<file path="src/rtl/fmc_wr_ram_map.sv">
// fmc_wr_ram_map: FSMC write-side register file.
// Synchronizes the async FSMC bus, detects completed
// writes and commits them into NUM_REGS 16-bit regs.
// Ports:
//   clk_i, rst_i     clock, async active-high reset
//   cs_i/rd_i/wr_i   FSMC strobes, active-low, async
//   addr_i, data_i   FSMC word address / write data
//   arm_fpga_data_o  flattened register file
//   wr_strobe_o      one-hot update pulse per register
//   wr_err_o         pulse: out-of-range or rd/wr clash
//   wr_cnt_o         committed write counter (wraps)
module fmc_wr_ram_map #(
   parameter int unsigned NUM_REGS  = 64,
   parameter logic [24:0] BASE_ADDR = 25'd128,
   parameter logic [15:0] RESET_VAL = 16'h0000
) (
   input  logic                     clk_i,
   input  logic                     rst_i,
   input  logic                     cs_i,
   input  logic                     rd_i,
   input  logic                     wr_i,
   input  logic [24:0]              addr_i,
   input  logic [15:0]              data_i,
   output logic [NUM_REGS*16-1:0]   arm_fpga_data_o,
   output logic [NUM_REGS-1:0]      wr_strobe_o,
   output logic                     wr_err_o,
   output logic [15:0]              wr_cnt_o
);

   localparam int unsigned IDX_W =
      (NUM_REGS > 1) ? $clog2(NUM_REGS) : 1;

   // 26 bits so BASE_ADDR+NUM_REGS cannot overflow
   localparam logic [25:0] END_ADDR =
      {1'b0, BASE_ADDR} + 26'(NUM_REGS);

   typedef enum logic [1:0] {
      IDLE,
      WR_ACT,
      COMMIT,
      ABORT
   } state_t;

   state_t state_q, state_d;

   logic        cs_s1, cs_s;
   logic        wr_s1, wr_s;
   logic        rd_s1, rd_s;
   logic [24:0] addr_s1, addr_s;
   logic [15:0] data_s1, data_s;

   logic [24:0] cap_addr;
   logic [15:0] cap_data;

   logic [15:0]         regs_q [NUM_REGS];
   logic [NUM_REGS-1:0] wr_strobe_q;
   logic                wr_err_q;
   logic [15:0]         wr_cnt_q;

   logic             cap_en;
   logic             commit;
   logic             abort_go;
   logic             in_range;
   logic             commit_ok;
   logic             commit_err;
   logic [IDX_W-1:0] idx;

   // Two-flop synchronizer; all bus lines share the
   // same depth so address/data align with strobes.
   always_ff @(posedge clk_i or posedge rst_i) begin
      if (rst_i) begin
         cs_s1   <= 1'b1;
         cs_s    <= 1'b1;
         wr_s1   <= 1'b1;
         wr_s    <= 1'b1;
         rd_s1   <= 1'b1;
         rd_s    <= 1'b1;
         addr_s1 <= '0;
         addr_s  <= '0;
         data_s1 <= '0;
         data_s  <= '0;
      end else begin
         cs_s1   <= cs_i;
         cs_s    <= cs_s1;
         wr_s1   <= wr_i;
         wr_s    <= wr_s1;
         rd_s1   <= rd_i;
         rd_s    <= rd_s1;
         addr_s1 <= addr_i;
         addr_s  <= addr_s1;
         data_s1 <= data_i;
         data_s  <= data_s1;
      end
   end

   always_comb begin
      state_d  = state_q;
      cap_en   = 1'b0;
      commit   = 1'b0;
      abort_go = 1'b0;
      unique case (state_q)
         IDLE: begin
            if (!cs_s && !wr_s && rd_s)
               state_d = WR_ACT;
         end
         WR_ACT: begin
            // no capture on the release cycle: the
            // last active-cycle value is committed
            if (wr_s || cs_s) begin
               state_d = COMMIT;
            end else begin
               cap_en = 1'b1;
               if (!rd_s) begin
                  state_d  = ABORT;
                  abort_go = 1'b1;
               end
            end
         end
         COMMIT: begin
            state_d = IDLE;
            commit  = 1'b1;
         end
         ABORT: begin
            if (wr_s && cs_s)
               state_d = IDLE;
         end
         default: state_d = IDLE;
      endcase
   end

   assign in_range = (cap_addr >= BASE_ADDR) &&
                     ({1'b0, cap_addr} < END_ADDR);
   assign idx        = IDX_W'(cap_addr - BASE_ADDR);
   assign commit_ok  = commit && in_range;
   assign commit_err = commit && !in_range;

   always_ff @(posedge clk_i or posedge rst_i) begin
      if (rst_i) begin
         state_q     <= IDLE;
         cap_addr    <= '0;
         cap_data    <= '0;
         wr_strobe_q <= '0;
         wr_err_q    <= 1'b0;
         wr_cnt_q    <= '0;
         for (int k = 0; k < NUM_REGS; k++)
            regs_q[k] <= RESET_VAL;
      end else begin
         state_q     <= state_d;
         wr_strobe_q <= '0;
         wr_err_q    <= commit_err || abort_go;
         if (cap_en) begin
            cap_addr <= addr_s;
            cap_data <= data_s;
         end
         if (commit_ok) begin
            regs_q[idx]      <= cap_data;
            wr_strobe_q[idx] <= 1'b1;
            wr_cnt_q         <= wr_cnt_q + 16'd1;
         end
      end
   end

   for (genvar k = 0; k < NUM_REGS; k++) begin : g_out
      assign arm_fpga_data_o[16*k +: 16] = regs_q[k];
   end

   assign wr_strobe_o = wr_strobe_q;
   assign wr_err_o    = wr_err_q;
   assign wr_cnt_o    = wr_cnt_q;

endmodule

</file>
<file path="config.mk">
export PLATFORM = sky130hd
export DESIGN_NAME = fmc_wr_ram_map
export DESIGN_NICKNAME = d
export VERILOG_FILES = /design/src/rtl/fmc_wr_ram_map.sv
export SDC_FILE = /design/constraint.sdc
export NUM_CORES = 2
export LEC_CHECK = 0
export BUFFER_PORTS_ARGS = -buffer_cell sky130_fd_sc_hd__clkbuf_2
export CAP_MARGIN = 20
export CELL_PAD_IN_SITES_DETAIL_PLACEMENT = 1
export CELL_PAD_IN_SITES_GLOBAL_PLACEMENT = 2
export CORE_AREA = 2 2 444 446
export CTS_CLUSTER_SIZE = 28
export DETAILED_ROUTE_END_ITERATION = 12
export DIE_AREA = 0 0 446 448
export PLACE_DENSITY_LB_ADDON = 0.12
export SLEW_MARGIN = 40
export SYNTH_ARGS = -nofsm -noshare
export SYNTH_HDL_FRONTEND = slang
export SYNTH_SLANG_ARGS = --single-unit
</file>
<file path="constraint.sdc">
create_clock -name clk_i -period 39.1 [get_ports clk_i]
set_clock_uncertainty 0.1 [all_clocks]
set_input_delay 1.955 -clock clk_i [delete_from_list [all_inputs] [get_ports clk_i]]
set_output_delay 1.955 -clock clk_i [all_outputs]
set_load 0.05 [all_outputs]
</file>
Word-level counts from Yosys, hierarchy flattened:

Cells that the tools add are included.

* add/sub/neg operators: 2
* order comparisons: 6
* equality and inequality tests: 6
* multiplexer cells: 17
* bitwise gates (word level): 1
* reductions and logical operators: 15

Operator list (number)
* $bwmux W1024: 1
* $demux W16 S6: 1
* $mux W64: 1
* $ge A25 B8 Y1 const B: 1
* $lt A25 B8 Y1 const B: 1
* $add A16 B1 Y16 const B: 1
* $mux W16: 1
* $logic_and A1 B1 Y1: 8
* $mux W2: 4
* $pmux W2 S4: 1
* $ge A7 B7 Y1 const B: 1
* $lt A6 B7 Y1 const B: 1
* $lt A7 B1 Y1 const B: 1
* $mux W1: 7
* $not A6 Y7: 1
* $demux W1 S6: 1
* $ge A6 B1 Y1 const B: 1
* $sub A6 B1 Y6 const B: 1
* $eq A2 B2 Y1 const B: 2
* $ne A2 B2 Y1 const B: 2
* $logic_not A1 Y1: 3
* $ne A3 B3 Y1 const B: 1
* $reduce_and A3 Y1: 1
* $eq A2 B1 Y1 const B: 1
* other kinds (2): 3

* register bits: 1236
* input bits: 46
* output and inout port bits: 1105

Logic depth before layout (Yosys ltp):

* word-level depth: 7
* mapped depth: 8
* depth with buffers taken out: 5

Least setup slack after synthesis:

Ideal clock, no wire load.

* kind: reg-to-output
* from: register wr_cnt_q[5] (netlist: wr_cnt_o[5])
* to: output port wr_cnt_o[5]
* data arrival time: 665 ps
* slack: 36380 ps
* stages on the path, launching flop included: 1
* path buffers: 0
* cells stage by stage: dfrtp_1

RTL lines
* start, declared: RTL line 58 `logic [15:0] wr_cnt_q;`
* start signal, assigned: RTL line 158 `wr_cnt_q <= wr_cnt_q + 16'd1;`
* end, declared: RTL line 27 `output logic [15:0] wr_cnt_o`

No word-level cell between the ends.

==> flow_metrics.tcl <==
set metrics [dict create \
    outcome "complete, no violations" \
    syn_inst 2761 \
    cts_resized 0 \
    place_congestion 0.734 \
    antenna_found_initial 42 \
    drv_cap 0 \
    die_area_mm2 0.200 \
    grt_pass1_wl_um 266000 \
    cp_max_fo 111 \
    r2r_start "cap_addr[20]$_DFFE_PP0P_" \
    grt_setup_unrepaired "false" \
    min_to "data_s[1]$_DFF_PP0_" \
    vias 28500 \
    tns_ns 0 \
    dp_hpwl_um 138000 \
    reg2reg_to "arm_fpga_data_o[215]$_DFFE_PP0P_" \
    post-route-min-period_ns 5.22 \
    async_reset_ff_share_pct 100 \
    final_antenna_net_count 0 \
    powerDensity_mw_per_mm2 50.5 \
    gr-usage-all-layers_pct 19.3 \
    min_path_type "flip-flop to flip-flop" \
    syn_avg_cell_area_um2 16.8 \
    cts_buffers 152 \
    seqCellArea_mm2 0.0310 \
    clk_pin_slew_worst_paths_ns 0.05 \
    drv_slew 0 \
    firstDrtPassIters 4 \
    final_hold_viol_count 0 \
    multi_input_area_mm2 0.0143 \
    worstSkewPairLatency_ns 0.80 \
    synth_seq_area_share_pct 66.8 \
    min_from "data_s1[1]$_DFF_PP0_" \
    synth_common_cells "1230 x dfrtp_1, 809 x mux2_2, 167 x mux2_1" \
    min_period_over_period_pct 13.4 \
    rr_worst_depth 5 \
    post_drt_wl_per_cell_um 29.8 \
    yosysUniqueCellTypes 47 \
    dr.first_iter.drc_count 1310 \
    grt_pass1_vias 30000 \
    post_cts_buffers 0 \
    yosysMostFrequentCell "dfrtp_1" \
    worst_slew_margin_rel_pct 44.3 \
    required_ns 39.91 \
    worstSetupPathType "input port to asynchronous set/reset pin" \
    syn_area_mm2 0.0463 \
    wl_um 197000 \
    die_y_um 448 \
    io_pins 1151 \
    syn_nets 2808 \
    dp_cells 6308 \
    core-area_mm2 0.195 \
    vias_per_cell 4.32 \
    rows 162 \
    power_mw 3.02 \
    ys_top_cells_by_area "dfrtp_1 66%, mux2_2 20%, mux2_1 4.1%" \
    area_delta_synth_final_pct 29.3 \
    grt.overflow.total 0 \
    final_area_mm2 0.0599 \
    ys.warnings.count 0 \
    drc 0 \
    num-fill-cells 20700 \
    synth_edf_count 0 \
    irDropWorstVdd_mv 0.0380 \
    layoutNonFillerInstCount 6587 \
    postCtsHoldBufs 0 \
    crit_path_start_kind "input port" \
    dominantRegCellSynth "dfrtp_1" \
    cts_root_buffer "clkbuf_16" \
    nNetsFinal 3968 \
    arrival_ns 6.04 \
    setup_viol 0 \
    synth_seq_cells 1236 \
    clkSinkCount 1236 \
    power_leakage_nw 32.5 \
    grt_start_max_net_pins 140 \
    die_x_um 446 \
    max-clock-path-buffers 3 \
    placed_cell_area_mm2 0.0549 \
    fmax_ghz 0.191 \
    cts_max_level 4 \
    cts_tree "yes" \
    synth_top_area_share_pct 66.5 \
    tightest_slew_ns 0.835 \
    port_buffers 1150 \
    hold_depth 0 \
    drive_above_1_share_pct 60.8 \
    start_util_pct 23.8 \
    synth_top_area_cell "dfrtp_1" \
    endpoint_kind "asynchronous set/reset pin" \
    r2r_setup_slack_ns 35.47 \
]
-- layer usage --
layer	up-vias	routed length (um)	global-route usage, %
met2	782	104000	35.1
met5	-	113	0
met4	18	6550	6.28
li1	12000	-	-
met1	15400	75800	22.4
met3	261	9600	4.04
-- power by group --
part,internal [mW],total [mW],switching [mW]
Clock,0.805,1.39,0.581
Sequential,1.30,1.40,0.101
Combinational,0.0409,0.234,0.193
-- cells by family after synthesis --
group	count (synthesis)	synth area share [%]
adder cells (fa/ha/maj)	2	0.0486
XOR/XNOR	15	0.284
multiplexers	1064	26.6
AO/OA/AOI/OAI	4	0.0432
buffers and inverters	220	2.61
AND/OR/NAND/NOR	220	3.61
flip-flops	1236	66.8
-- critical path: stages --
cell,delay [ns]
clkbuf_2,0.15
inv_12,0.40
buf_6,0.61
buf_4,0.64
buf_4,0.63
buf_6,0.57
buf_12,0.43
buf_16,0.38
-- worst max-delay path by stage --
| stage | startpoint | end | cells past startpoint |
|---|---|---|---|
| after floorplan | rst_i | addr_s1[0]$_DFF_PP0_ | 1 |
| after global placement | rst_i | arm_fpga_data_o[627]$_DFFE_PP0P_ | 7 |
| after detailed placement | rst_i | arm_fpga_data_o[1021]$_DFFE_PP0P_ | 8 |
| after CTS | rst_i | arm_fpga_data_o[457]$_DFFE_PP0P_ | 8 |
| after global routing | rst_i | arm_fpga_data_o[249]$_DFFE_PP0P_ | 8 |
| final | rst_i | arm_fpga_data_o[253]$_DFFE_PP0P_ | 8 |
-- cell usage in the layout, fill, tap and decap left out, types with 7 or more instances in the layout --
| cell | count |
|---|---|
| mux2_1 | 167 |
| nand2_1 | 36 |
| nor4_1 | 20 |
| nand3_1 | 9 |
| nor2_4 | 9 |
| nand2_2 | 10 |
| nor2_2 | 7 |
| nand2_4 | 25 |
| xnor2_1 | 8 |
| nor4_4 | 15 |
| mux2_4 | 88 |
| buf_6 | 10 |
| diode_2 | 12 |
| clkbuf_8 | 34 |
| clkinv_2 | 19 |
| clkbuf_1 | 42 |
| dfrtp_1 | 1214 |
| mux2_2 | 809 |
| xor2_1 | 7 |
| inv_6 | 7 |
| clkbuf_16 | 154 |
| dfrtp_4 | 16 |
| nor3_1 | 36 |
| and4_1 | 7 |
| buf_4 | 50 |
| clkbuf_2 | 1150 |
-- layout make-up --
type | instances | share of cell area, %
sequential | 1236 | 51.8
multi-input combinational | 1305 | 23.8
timing repair buffer | 1222 | 10.9
clock buffer | 230 | 7.48
tap | 2542 | 5.31
clock inverter | 36 | 0.623
antenna | 12 | 0.0502
inverter | 4 | 0.0460
-- stage by stage --
| step | utilization (%) | hold slack (ns) | setup WS (ns) |
|---|---|---|---|
| 6_report | 30.8 | 0.244 | 33.88 |
| 5_1_grt | 30.7 | 0.253 | 33.21 |
| 4_1_cts | 30.7 | 0.244 | 33.60 |
| 3_5_place_dp | 28.2 | 0.236 | 32.73 |
| 3_3_place_gp | 28.1 | 0.232 | 32.05 |
| 2_1_floorplan | - | 0.231 | 2.23 |
-- flip-flops by register name, indices dropped and copies added (netlist names), 2 cells and up --
signal	count
cap_addr	25
data_s1	16
arm_fpga_data_o	1024
state_q	2
data_s	16
wr_strobe_o	64
cap_data	16
addr_s	25
addr_s1	25
wr_cnt_o	16
Note: power is estimated with default switching activity, not from simulation.
